===== src/rtl/img_stream_out.sv =====
// Frame readout stage: fetches the result image word by word from shared memory
// and streams it one byte-pixel per cycle over valid/ready with sof/eol/eof markers.
module img_stream_out #(
  parameter int IMG_W     = 352,
  parameter int IMG_H     = 288,
  parameter int BASE_ADDR = 25344
) (
  input  logic        clk,
  input  logic        reset,
  output logic [15:0] addr,
  input  logic [31:0] dataR,
  output logic        en,
  output logic        we,
  input  logic        start,
  output logic        finish,
  output logic [7:0]  px_data,
  output logic        px_valid,
  input  logic        px_ready,
  output logic        px_sof,
  output logic        px_eol,
  output logic        px_eof
);

  localparam int          WORDS_I  = IMG_W * IMG_H / 4;
  localparam logic [15:0] WORDS    = 16'(WORDS_I);
  localparam logic [15:0] BASE     = 16'(BASE_ADDR);
  localparam int          CW       = (IMG_W > 1) ? $clog2(IMG_W) : 1;
  localparam int          RW       = (IMG_H > 1) ? $clog2(IMG_H) : 1;
  localparam logic [CW-1:0] COL_LAST = CW'(IMG_W - 1);
  localparam logic [RW-1:0] ROW_LAST = RW'(IMG_H - 1);

  typedef enum logic [1:0] {IDLE, RUN, DONE} state_t;

  state_t          state, state_n;
  logic [15:0]     wc, wc_cur;
  logic            rvalid;
  logic [31:0]     w0, w1, w0_n, w1_n;
  logic [1:0]      count, count_n, bi, bi_n, outstanding;
  logic [CW-1:0]   col, col_n;
  logic [RW-1:0]   row, row_n;
  logic            accept, pop, push, issue, valid_n;
  logic [7:0]      px_next;

  assign we     = 1'b0;
  assign finish = (state == DONE);

  assign accept = px_valid && px_ready;
  assign pop    = accept && (bi == 2'd3);
  assign push   = rvalid && (state == RUN);

  // Words buffered plus words requested but not yet captured; capped at two.
  assign outstanding = count + {1'b0, en} + {1'b0, rvalid};
  assign wc_cur      = (state == RUN) ? wc : 16'd0;
  assign issue       = ((state == IDLE) && start) ||
                       ((state == RUN) && (wc < WORDS) && (outstanding < 2'd2));

  always_ff @(posedge clk) begin
    if (reset) begin
      state <= IDLE;
    end else begin
      state <= state_n;
    end
  end

  always_comb begin
    state_n = state;
    case (state)
      IDLE:    if (start) state_n = RUN;
      RUN:     if (accept && px_eof) state_n = DONE;
      DONE:    if (!start) state_n = IDLE;
      default: state_n = IDLE;
    endcase
  end

  // Two-word FIFO kept as head (w0) and tail (w1); the head pops once byte 3 is taken.
  always_comb begin
    w0_n    = w0;
    w1_n    = w1;
    count_n = count;
    case ({push, pop})
      2'b10: begin
        if (count == 2'd0) w0_n = dataR;
        else               w1_n = dataR;
        count_n = count + 2'd1;
      end
      2'b01: begin
        w0_n    = w1;
        count_n = count - 2'd1;
      end
      2'b11: begin
        if (count == 2'd1) begin
          w0_n = dataR;
        end else begin
          w0_n = w1;
          w1_n = dataR;
        end
      end
      default: ;
    endcase
  end

  always_comb begin
    bi_n  = accept ? bi + 2'd1 : bi;
    col_n = col;
    row_n = row;
    if (accept) begin
      if (col == COL_LAST) begin
        col_n = '0;
        row_n = (row == ROW_LAST) ? '0 : row + RW'(1);
      end else begin
        col_n = col + CW'(1);
      end
    end
    valid_n = (count_n != 2'd0) && (state_n == RUN);
    px_next = w0_n[{bi_n, 3'b000} +: 8];
  end

  // Output pixel and markers are registered from the post-update FIFO head and counters,
  // so nothing changes while a presented pixel waits for px_ready.
  always_ff @(posedge clk) begin
    if (reset) begin
      addr     <= '0;
      en       <= 1'b0;
      rvalid   <= 1'b0;
      wc       <= '0;
      w0       <= '0;
      w1       <= '0;
      count    <= '0;
      bi       <= '0;
      col      <= '0;
      row      <= '0;
      px_valid <= 1'b0;
      px_data  <= '0;
      px_sof   <= 1'b0;
      px_eol   <= 1'b0;
      px_eof   <= 1'b0;
    end else begin
      en     <= issue;
      rvalid <= en;
      if (issue) begin
        addr <= BASE + wc_cur;
        wc   <= wc_cur + 16'd1;
      end
      if (state == RUN) begin
        w0       <= w0_n;
        w1       <= w1_n;
        count    <= count_n;
        bi       <= bi_n;
        col      <= col_n;
        row      <= row_n;
        px_valid <= valid_n;
        if (valid_n) px_data <= px_next;
        px_sof   <= valid_n && (row_n == '0) && (col_n == '0);
        px_eol   <= valid_n && (col_n == COL_LAST);
        px_eof   <= valid_n && (row_n == ROW_LAST) && (col_n == COL_LAST);
      end else begin
        count    <= '0;
        bi       <= '0;
        col      <= '0;
        row      <= '0;
        px_valid <= 1'b0;
        px_data  <= '0;
        px_sof   <= 1'b0;
        px_eol   <= 1'b0;
        px_eof   <= 1'b0;
      end
    end
  end

endmodule


===== config.mk =====
export PLATFORM = sky130hd
export DESIGN_NAME = img_stream_out
export DESIGN_NICKNAME = d
export VERILOG_FILES = /design/src/rtl/img_stream_out.sv
export SDC_FILE = /design/constraint.sdc
export NUM_CORES = 1
export LEC_CHECK = 0
export CAP_MARGIN = 15
export CELL_PAD_IN_SITES_DETAIL_PLACEMENT = 0
export CELL_PAD_IN_SITES_GLOBAL_PLACEMENT = 2
export CORE_MARGIN = 3
export CORE_UTILIZATION = 36
export DETAILED_ROUTE_END_ITERATION = 8
export HOLD_SLACK_MARGIN = 0.05
export PLACE_DENSITY_LB_ADDON = 0.1
export SYNTH_ARGS = -nofsm -noshare
export SYNTH_HDL_FRONTEND = slang
export SYNTH_SLANG_ARGS = --single-unit

===== constraint.sdc =====
create_clock -name clk -period 9.3 [get_ports clk]
set_input_delay 1.86 -clock clk [delete_from_list [all_inputs] [get_ports clk]]
set_output_delay 1.86 -clock clk [all_outputs]
set_load 0.005 [all_outputs]

==> impl_metrics.py, run 1 <==
metrics = {
    "run_status": {
        "status": "finished, final reports clean",
    },
    "logic_synthesis": {
        "ys_types": 68,
        "synth-compound-area-share_pct": 22.7,
        "synth-seq-cells": 134,
        "synth_top_flop_cell": "dfxtp_1",
        "synth_fa_ha_area_share_pct": 2.50,
        "synthCells": 833,
        "synth_top_family_by_area": "simple AND/OR/NAND/NOR gates",
        "ys_warn_count": 0,
        "muxShareOfSynthArea_pct": 0.653,
        "synthXorXnorAreaFrac_pct": 2.55,
        "ys_async_sr_fraction_pct": 0,
        "syn-cell-area_sq_um": 6520,
        "synth_fp_nets": 882,
        "synth.avg_cell_area_sq_um": 7.82,
        "synth_edf_count": 0,
        "synthSimpleGateAreaFrac_pct": 25.8,
        "ys_seq_area_share_pct": 41.2,
    },
    "worst_setup_path": {
        "cp.arrival_ps": 4900,
        "critPathTopFamily": "simple AND/OR/NAND/NOR gates",
        "worstPathMaxFanout": 25,
        "crit_type": "in -> reg",
        "start_kind": "primary input",
        "cp_common_cell": "or2_2",
        "required_ps": 9660,
        "worstSetupPathDepth": 9,
        "crit_end": "px_data[1]",
        "critPathCaptureType": "register",
        "worst_path_largest_cell_delay_ps": 590,
        "timing.rr.end": "px_data[1]",
        "crit_buf_inv": 1,
        "critical_path.cell_chain": "clkdlybuf4s50_1 -> and3_1 -> ha_1 -> nor2b_1 -> or2_2 -> a22oi_1 -> or2_2 -> a311oi_1 -> a221o_1",
        "crit_slowest_cell": "clkdlybuf4s50_1",
        "r2r_cells": 10,
        "r2r_setup_slack_ps": 6180,
        "crit_start": "px_ready",
        "r2r_start": "state[0]",
    },
    "routing": {
        "drc": 0,
        "avgRoutedWirePerCell_um": 16.4,
        "wirelength_mm": 18.1,
        "drtIter0Drc": 405,
        "via_per_inst": 5.50,
        "drtAntennaViolNets": 0,
        "vias": 6065,
        "dr.pass1.iters": 5,
    },
    "sta": {
        "setup_viol": 0,
        "post-route-period-util_pct": 48.8,
        "rsz0062_at_grt": "no",
        "timing.final.max_slew_violations": 0,
        "fin_hold_ws_ps": 446,
        "finalHoldViolCount": 0,
        "finClkSkew_ps": 6.84,
        "fmax_mhz": 220,
        "tightestPinTransition_ps": 1150,
        "setup_tns_ps": 0,
        "period_minus_slack_ps": 4540,
        "max_slew_margin_pct": 23.2,
    },
    "global_routing": {
        "grt_pass1_vias": 5634,
        "grt_busiest_layer": "met2",
        "grt_pass1_wl_mm": 29.5,
        "gr-usage-met3_pct": 3.35,
        "grt_max_degree": 101,
        "grt-ovfl-total": 0,
        "use_met2_pct": 29.3,
        "met1_usage_pct": 24.8,
        "grtUsageTotal_pct": 18.4,
        "antenna_found_initial": 0,
    },
    "power": {
        "cellPowerDensity_nw_per_um2": 169,
        "power_mw": 1.34,
        "p_leak_nw": 2.62,
        "peakVddDrop_mv": 0.136,
    },
    "finish": {
        "fin_cells": 1103,
        "fin_nets": 914,
        "syn_to_final_growth_pct": 21.2,
        "n_antenna_cell": 0,
        "finalInstanceArea_sq_um": 7900,
        "final_common_cell": "nand2_1",
        "final_cell_mix": "nand2_1, dfxtp_1, a21oi_1, nor2_1, clkdlybuf4s50_1",
        "fill_cells": 1779,
        "drive_gt1_share_pct": 6.83,
    },
    "cts": {
        "cts.sinks": 134,
        "numCtsBuffers": 17,
        "ctsHoldBuffers": 0,
        "h-tree-depth": 4,
        "cts-resized-gates": 0,
        "insertion_delay_ps": 420,
        "clk_pin_slew_ps": 60,
        "post_cts_buffers": 0,
        "clock-root-buffer": "clkbuf_16",
        "cts_tree": "yes",
        "clockBufferDepth": 2,
    },
    "min_path": {
        "hold_path.class": "reg -> reg",
    },
    "floorplanning": {
        "initial_utilization_pct": 37.2,
        "die_y_um": 141,
        "design.die.area_sq_um": 19800,
        "coreArea_sq_um": 17500,
        "num_rows": 48,
        "pin_count": 67,
        "fp.dieW_um": 141,
    },
    "placement": {
        "dp_hpwl_mm": 11.8,
        "post-place-cells": 1071,
        "portBuffers": 65,
        "routabilityCongestion": 0.801,
        "dpl_cell_area_sq_um": 7310,
    },
    "job": {
        "drv_cap": 0,
    },
}
## state kept, by name (all words and copies together) (netlist names), 8 cells and up
| signal | cells |
|---|---|
| col | 9 |
| row | 9 |
| w0 | 32 |
| px_data | 8 |
| w1 | 32 |
| wc | 16 |
| addr | 16 |
## power breakdown
part	internal, mW	total [mW]	switching [mW]
sequential	0.579	0.582	0.00321
combinational	0.0277	0.0711	0.0434
clock	0.433	0.686	0.253
## cells in the mapped netlist, types with 4 or more instances
master / number / area share, %
a211oi_1: 11 / 1.3
a21o_1: 4 / 0.46
a21oi_1: 81 / 6.2
a221o_1: 7 / 1.1
a22oi_1: 41 / 4.7
a2bb2oi_1: 7 / 0.94
a311oi_1: 8 / 1.1
and2_1: 8 / 0.77
and3_1: 7 / 0.67
buf_2: 6 / 0.46
clkbuf_1: 51 / 2.9
dfxtp_1: 134 / 41
ha_1: 13 / 2.5
inv_1: 12 / 0.69
nand2_1: 171 / 9.8
nand2b_1: 5 / 0.48
nand3_1: 22 / 1.7
nand4_1: 11 / 1.1
nor2_1: 74 / 4.3
nor2b_1: 5 / 0.48
nor3_1: 14 / 1.1
nor4_1: 5 / 0.48
o21ai_0: 28 / 2.2
o22a_1: 7 / 0.94
or2_2: 9 / 0.86
or3_1: 10 / 0.96
xnor2_1: 13 / 1.7
xor2_1: 6 / 0.81
## area by class of cell
type,instances,area (sq um),share of cell area [%]
Multi-Input combinational cell,625,3560,45.0
Sequential cell,134,2680,34.0
Timing Repair Buffer,75,743,9.41
Clock buffer,22,464,5.87
Tap cell,225,282,3.56
Clock inverter,10,128,1.62
Inverter,12,45.0,0.570
## worst reg2reg max path, cell delays in order, from the launching register on
cell and delay [ps]:
dfxtp_1 450, nor2b_4 200, nand2_1 130, inv_1 110, ha_1 180, nor2b_1 420, or2_2 570, a22oi_1 190
or2_2 310, a311oi_1 330, a221o_1 160
## stage by stage
stage | utilization, % | setup slack (ps)
after floorplan | - | 5400
after global placement | 41.5 | 4400
after detailed placement | 41.7 | 4400
after CTS | 45.1 | 4790
after global routing | 45.1 | 4500
final | 45.1 | 4760
## worst min path at each step
stage,cells after the start,endpoint,startpoint
3_5_place_dp,2,addr[11],addr[11]
5_1_grt,2,w1[27],w1[27]
4_1_cts,2,addr[11],addr[11]
3_3_place_gp,2,addr[2],addr[2]
2_1_floorplan,2,w1[24],w1[24]
6_report,2,addr[11],addr[11]
## metal layers
layer | wire, um | vias to the layer above
met2 | 8350 | 146
met5 | 0 | -
li1 | - | 3013
met1 | 8550 | 2877
met3 | 754 | 29
met4 | 409 | 0
## kinds of logic (layout without fill, tap and decap cells)
logic type | after synthesis | in the layout
XOR/XNOR | 19 | 19
flip-flops | 134 | 134
adder cells (fa/ha/maj) | 13 | 13
AO/OA/AOI/OAI | 225 | 225
multiplexers | 4 | 4
buffers and inverters | 74 | 119
other | 1 | 1
AND/OR/NAND/NOR | 363 | 363
Note: power is estimated with default switching activity, not from simulation.
==> inputs of run 2 (changes only) <==
CORE_UTILIZATION = 30   (was 36)
clock period = 3.8 ns   (was 9.3 ns; I/O delays follow)
==> run 2 against run 1 <==
Net effect:
- combinational power grew to 2.5 times the previous value
- register-to-register slack lost 5300 ps
- global-route usage shrank 1.7 points
- clock power grew 140%
- sequential power grew 140%
- first-iteration DRC count shrank 0.74%
- final cell count grew 5.2%
- core utilization shrank 7.3 points
- power grew 140%
- worst setup slack lost 3900 ps
- sequential cell count is the same
- largest cell class unchanged
- largest power group unchanged
==> impl_metrics.py, run 2 (same netlist as run 1, synthesis figures left out) <==
metrics = {
    "sta": {
        "fmax_mhz": 336,
        "period_minus_slack_ps": 2970,
        "setup_tns_ps": 0,
        "finalHoldViolCount": 0,
        "post-route-period-util_pct": 78.2,
        "tightestPinTransition_ps": 1130,
        "max_slew_margin_pct": 24.4,
        "rsz0062_at_grt": "no",
        "setup_viol": 0,
        "timing.final.max_slew_violations": 0,
        "finClkSkew_ps": 13.5,
    },
    "power": {
        "power_mw": 3.22,
        "p_leak_nw": 2.64,
        "switching_power_mw": 0.744,
        "seqPwrFrac_pct": 44.2,
        "pwr-share-clk_pct": 50.2,
        "power.internal_mw": 2.48,
        "peakVddDrop_mv": 0.249,
        "p_comb_share_pct": 5.6,
        "cellPowerDensity_nw_per_um2": 403,
        "swShare_pct": 23.1,
    },
    "worst_setup_path": {
        "r2r_start": "state[0]",
        "r2r_setup_slack_ps": 920,
        "critPathCaptureType": "register",
        "start_kind": "primary input",
        "worst_path_largest_cell_delay_ps": 510,
        "cp.arrival_ps": 3280,
        "crit_slowest_cell": "or2_2",
        "timing.rr.end": "wc[12]",
        "crit_type": "in -> reg",
        "required_ps": 4110,
        "worstPathMaxFanout": 25,
        "r2r_cells": 9,
        "critical_path.cell_chain": "clkdlybuf4s50_1 -> and3_1 -> ha_1 -> nor2b_1 -> or2_2 -> a22oi_1 -> o21ai_0 -> o22a_1 -> a221o_1",
    },
    "routing": {
        "drtAntennaViolNets": 0,
        "dr.pass1.iters": 4,
        "vias": 6047,
        "wirelength_mm": 19.4,
        "drtIter0Drc": 402,
        "drc": 0,
        "via_per_inst": 5.21,
        "avgRoutedWirePerCell_um": 16.7,
    },
    "cts": {
        "clock-root-buffer": "clkbuf_16",
        "h-tree-depth": 4,
        "clk_pin_slew_ps": 60,
        "numCtsBuffers": 17,
        "ctsHoldBuffers": 0,
        "insertion_delay_ps": 420,
        "post_cts_buffers": 0,
        "cts-resized-gates": 0,
        "cts.sinks": 134,
        "clockBufferDepth": 2,
        "cts_tree": "yes",
    },
    "placement": {
        "portBuffers": 65,
        "dp_hpwl_mm": 12.6,
        "routabilityCongestion": 0.764,
    },
    "min_path": {
        "whs_endpoint": "addr[2]",
        "hold_depth": 2,
        "hold_path.class": "reg -> reg",
        "hold_start": "addr[2]",
    },
    "floorplanning": {
        "design.die.area_sq_um": 23500,
        "num_rows": 53,
        "coreArea_sq_um": 21200,
        "initial_utilization_pct": 30.8,
        "pin_count": 67,
        "fp.dieW_um": 153,
        "die_y_um": 153,
    },
    "finish": {
        "drive_gt1_share_pct": 7.57,
        "final_cell_mix": "nand2_1, dfxtp_1, a21oi_1, nor2_1, clkdlybuf4s50_1",
        "syn_to_final_growth_pct": 22.6,
        "fin_nets": 922,
        "final_common_cell": "nand2_1",
        "n_antenna_cell": 0,
        "reg_top3": "w0: 32 flops, w1: 32 flops",
    },
    "global_routing": {
        "antenna_found_initial": 0,
        "grt_pass1_vias": 5957,
        "grt_max_degree": 101,
        "grt_pass1_wl_mm": 31.8,
        "grt-ovfl-total": 0,
        "grtUsageTotal_pct": 16.7,
    },
    "run_status": {
        "status": "finished, final reports clean",
    },
    "job": {
        "drv_cap": 0,
    },
}
-- run 2: changes by cell type in the layout (fill, tap and decap cells not counted) --
cell and change:
bufinv_16 -1, buf_12 +1, buf_16 -1, clkinv_2 -2
buf_4 +8, clkinvlp_4 +2
-- run 2: area by class of cell --
type	count	area, sq um
sequential	134	2680
clock inverter	9	103
fill	2180	13200
multi-input combinational	625	3560
timing repair buffer	83	796
clock buffer	22	464
tap	275	344
inverter	12	45.0
-- run 2: power groups by stage --
stage	logic [mW]	clock network, mW	registers [mW]
3_5_place_dp	0.184	0	1.46
5_1_grt	0.199	1.73	1.43
6_report	0.180	1.62	1.42
2_1_floorplan	0.0880	0	1.45
4_1_cts	0.185	1.67	1.42
3_3_place_gp	0.184	0	1.46
-- run 2: how the worst max path moves through the flow --
stage	start	to	slack, ps	cells past startpoint
floorplan	state[0]	px_data[3]	350	15
CTS	px_ready	px_data[5]	830	9
global route	px_ready	px_data[5]	610	9
global placement	px_ready	px_sof	380	8
finish	px_ready	px_data[5]	830	9
detailed placement	px_ready	px_data[3]	400	9
-- run 2: layer usage --
metal	track usage (%)	up-vias	wire, um
met3	3.60	13	703
met5	0	-	0
li1	-	3028	-
met2	27.7	100	9170
met4	4.75	0	202
met1	22.0	2906	9310
-- run 2: worst max-delay path, delay by kind of cell --
kind                     cells  cell delay [ps]
AO/OA/AOI/OAI                4              970
AND/OR/NAND/NOR              3              860
buffers and inverters        1              440
adder cells (fa/ha/maj)      1              240
-- run 2: per-stage QoR --
| step | hold WS [ps] | worst slack [ps] | instances | area (sq um) | utilization [%] |
|---|---|---|---|---|---|
| 2_1_floorplan | 433 | 349 | 833 | 6520 | - |
| 3_3_place_gp | 439 | 379 | 1129 | 7420 | 35.1 |
| 3_5_place_dp | 444 | 398 | 1129 | 7420 | 35.1 |
| 4_1_cts | 453 | 830 | 1160 | 7990 | 37.8 |
| 5_1_grt | 474 | 607 | 1160 | 7990 | 37.8 |
| 6_report | 450 | 828 | 1160 | 7990 | 37.8 |
==> RTL change 1, RTL diff (settings of run 2) <==
The 3 states of `state_t` get a one-hot encoding in 3 bits.
--- a/src/rtl/img_stream_out.sv
+++ b/src/rtl/img_stream_out.sv
@@ -29,7 +29,7 @@
   localparam logic [CW-1:0] COL_LAST = CW'(IMG_W - 1);
   localparam logic [RW-1:0] ROW_LAST = RW'(IMG_H - 1);
 
-  typedef enum logic [1:0] {IDLE, RUN, DONE} state_t;
+  typedef enum logic [2:0] {IDLE = 3'b001, RUN = 3'b010, DONE = 3'b100} state_t;
 
   state_t          state, state_n;
   logic [15:0]     wc, wc_cur;
Behaviour: same outputs for any inputs over 10 cycles, from zero or initial values and one cycle with reset high; not proved beyond that.
==> RTL change 1 against run 2 <==
- total power is 3.2% higher
- register-to-register slack worse by 30 ps
- design area is 2.6% higher
- sequential cell count is 1 higher
- synthesized cell count is 4.8% higher
- setup slack worse by 200 ps
- core utilization is 0.34 points lower
- routed wire length is 1.8% higher
- count of clock-buffer cells in the layout is 3 lower
- synthesized area is 2.8% higher
- die area is 2.7% higher
- global-route usage is 0.20 points lower
==> RTL change 1: results <==
metrics = {
    "yosys": {
        "syn_inst": 873,
        "synthMuxAreaShare": 0.00616,
        "ys_seq_area_frac": 0.403,
        "syn-num-nets": 922,
        "synth-adder-area-share": 0.0243,
        "synth_compound_area_frac": 0.253,
        "synth_xor_area_frac": 0.0261,
        "synthTopCellsByArea": "dfxtp_1 40%, a21oi_1 9.0%, nand2_1 8.6%",
        "netlist_top_cells_count": "154 x nand2_1, 135 x dfxtp_1, 120 x a21oi_1, 76 x nor2_1, 57 x clkbuf_1",
    },
    "cells_and_area": {
        "drive_gt1_frac": 0.0689,
        "fillers": 2294,
        "fin_nets": 951,
    },
    "power": {
        "ir_worst_vdd_v": 0.000219,
        "leakagePower_nw": 2.63,
        "p_per_area_nw_per_um2": 406,
    },
    "route": {
        "drt-met1-wl_um": 9890,
        "vias_per_cell": 5.24,
        "wl_met3_um": 762,
        "dr_wl_met2_um": 8910,
        "wl_um": 19700,
        "wire_per_inst_um": 16.5,
    },
    "status": {
        "outcome": "complete, no violations",
    },
    "placed_design": {
        "gp_congestion": 0.810,
        "dp.cells": 1162,
        "placed_area_um2": 7560,
        "dpl.hpwl_um": 12700,
        "pre_cts_ws_ps": 188,
    },
    "setup_path": {
        "worstPathArrival_ps": 3480,
        "cp_max_fo": 8,
        "cpMaxStageDelayCell": "clkdlybuf4s50_1",
    },
    "grt": {
        "grt_max_degree": 103,
        "grt_first_pass_wirelength_um": 32300,
        "grt_usage": 0.165,
        "use_met3": 0.0342,
        "grt_pass1_vias": 5956,
    },
    "sta": {
        "skew_ps": 12.8,
        "max_slew_margin": 0.213,
    },
}
## RTL change 1: path summary, 6_finish.rpt
kind	slack, ps	depth (start not counted)	from	endpoint
setup / recovery	630	10	px_ready	px_data[6]
setup reg to reg	890	9	state[1]	wc[14]
hold reg to reg	450	2	addr[6]	addr[6]
hold / removal	450	2	addr[6]	addr[6]
## RTL change 1: worst reg2reg max path, stage by stage, from the launching register on
cell and delay [ps]:
dfxtp_1 440, nor3b_4 240, buf_4 550, and2_1 280, ha_1 230, and3_1 210, nand3_1 180, nor4_2 390
nand4_1 140, a21oi_1 170
## RTL change 1: power breakdown
group / leakage (nW) / switching, mW / internal (mW)
logic: 1.25 / 0.0769 / 0.0619
registers: 1.09 / 0.00935 / 1.43
clock network: 0.292 / 0.679 / 1.07
## RTL change 1: cell type report
cell class              instances  area share
clock buffers                  19      0.0553
clock inverters                13      0.0206
inverters                      13     0.00595
multi-input cells             654       0.450
flip-flops and latches        135       0.330
well taps                     280      0.0427
repair buffers                 81      0.0957
==> RTL change 2, RTL diff (flow settings as in run 2) <==
Made on the original files. The parameter `IMG_W` goes from 352 to 176.
--- a/src/rtl/img_stream_out.sv
+++ b/src/rtl/img_stream_out.sv
@@ -1,7 +1,7 @@
 // Frame readout stage: fetches the result image word by word from shared memory
 // and streams it one byte-pixel per cycle over valid/ready with sof/eol/eof markers.
 module img_stream_out #(
-  parameter int IMG_W     = 352,
+  parameter int IMG_W     = 176,
   parameter int IMG_H     = 288,
   parameter int BASE_ADDR = 25344
 ) (
Behaviour: same outputs for any inputs over 10 cycles, from zero or initial values and one cycle with reset high; that may be too few to reach the edited logic, so the function may still have changed.
==> RTL change 2 against run 2 <==
- total power down 3.1%
- non-clock buffer count is 2 higher
- hold slack better by 1.6 ps
- sequential cell count down 1
- fmax down 5.1%
- design area fell by 0.75%
- routed wire length increased by 1.5%
- synthesized area shrank 0.31%
- combinational power shrank 5%
- setup slack worse by 160 ps
- synthesized cell count up 0.12%
==> RTL change 2: results <==
metrics = {
    "route": {
        "first_pass_iters": 5,
        "vias_per_cell": 5.26,
        "wl_um": 19700,
        "drt_iter0_markers": 334,
    },
    "cells_and_area": {
        "fin_nets": 919,
        "fillers": 2184,
        "reg_top3": "w0: 32 flops, w1: 32 flops",
        "drive_gt1_frac": 0.0702,
        "stdcell_count": 1158,
    },
    "grt": {
        "grt_pass1_vias": 6031,
        "grt_max_degree": 64,
        "antenna_found_initial": 0,
        "grt_first_pass_wirelength_um": 32500,
        "grt_usage": 0.169,
    },
    "status": {
        "outcome": "complete, no violations",
    },
    "power": {
        "swShare": 0.232,
        "leakagePower_nw": 2.65,
        "ir_worst_vdd_v": 0.000285,
    },
    "yosys": {
        "synth-adder-area-share": 0.0250,
        "ys_warn_count": 0,
        "synth_edf_count": 0,
        "synth.avg_cell_area_um2": 7.79,
        "synth_compound_area_frac": 0.245,
        "synth_top_area_cell": "dfxtp_1",
        "netlist_top_cells_count": "141 x nand2_1, 133 x dfxtp_1, 90 x a21oi_1, 83 x nor2_1, 52 x clkbuf_1",
        "ys_seq_area_frac": 0.410,
        "ys_types": 61,
        "syn-num-nets": 883,
        "synth_xor_area_frac": 0.0256,
        "synthTopCellsByArea": "dfxtp_1 41%, nand2_1 8.1%, a21oi_1 6.9%",
        "synthMuxAreaShare": 0.00481,
        "synthArstFlopShare": 0,
    },
    "sta": {
        "fin_hold_ws_ps": 452,
        "tightest_slew_ps": 915,
        "setup_viol": 0,
        "skew_ps": 10.6,
    },
    "setup_path": {
        "worstPathArrival_ps": 3430,
        "r2r_slack_ps": 960,
        "cp_max_fo": 8,
    },
    "placed_design": {
        "dp.cells": 1125,
        "dpl.hpwl_um": 13100,
        "placed_area_um2": 7370,
        "gp_congestion": 0.848,
        "port_buffers": 65,
    },
    "clock_network": {
        "htree_num_levels": 4,
        "clk_pin_slew_ps": 60,
        "root_buffer": "clkbuf_16",
        "cts-resized-gates": 0,
        "cts_buffer_depth": 2,
        "cts_setup_buffers": 0,
        "numCtsBuffers": 17,
    },
    "hold_path": {
        "hp-class": "flip-flop to flip-flop",
    },
}
## RTL change 2: stage by stage
| step | util | setup WS [ps] |
|---|---|---|
| 5_1_grt | 0.375 | 468 |
| 4_1_cts | 0.374 | 623 |
| 6_report | 0.375 | 667 |
| 3_3_place_gp | 0.348 | 230 |
| 3_5_place_dp | 0.348 | 198 |
| 2_1_floorplan | - | 618 |
## RTL change 2: final cells by class
type	instances	area share
inverter	9	0.00426
timing repair buffer	85	0.102
tap	275	0.0434
sequential	133	0.336
multi-input combinational	624	0.446
clock inverter	10	0.0103
clock buffer	22	0.0585
## RTL change 2: power by group through the flow
stage	Combinational [mW]	Clock, mW	Sequential [mW]
floorplan	0.0821	0	1.44
global placement	0.172	0	1.44
detailed placement	0.173	0	1.45
CTS	0.174	1.59	1.41
global route	0.188	1.65	1.42
finish	0.171	1.54	1.41
## RTL change 2: worst paths after layout
check,endpoint,cells past startpoint,start
setup / recovery,px_data[1],10,px_ready
hold / removal,addr[4],2,addr[4]
setup reg to reg,wc[12],9,state[0]
hold reg to reg,addr[4],2,addr[4]
## RTL change 2: cells by family after synthesis
group / after synthesis
AOI/OAI and AO/OA: 252
xor gates and xnor gates: 19
adders and majority gates: 13
buffers and inverters: 77
DFF: 133
muxes: 3
other: 1
and+or+nand+nor: 336
## RTL change 2: worst max-delay path: stages
cell,delay (ps)
clkdlybuf4s50_1,540
and3_1,230
inv_1,80
ha_1,260
mux2_2,290
o311ai_1,390
nor3_1,170
nand2_1,310
nor3_1,120
a211o_1,280
## RTL change 2: per-layer routing
metal | GRT usage | vias to the layer above | share of wire
met5 | 0 | - | 0
met2 | 0.271 | 123 | 0.47
met3 | 0.0357 | 31 | 0.035
li1 | - | 3044 | -
met4 | 0.0585 | 0 | 0.023
met1 | 0.226 | 2896 | 0.48
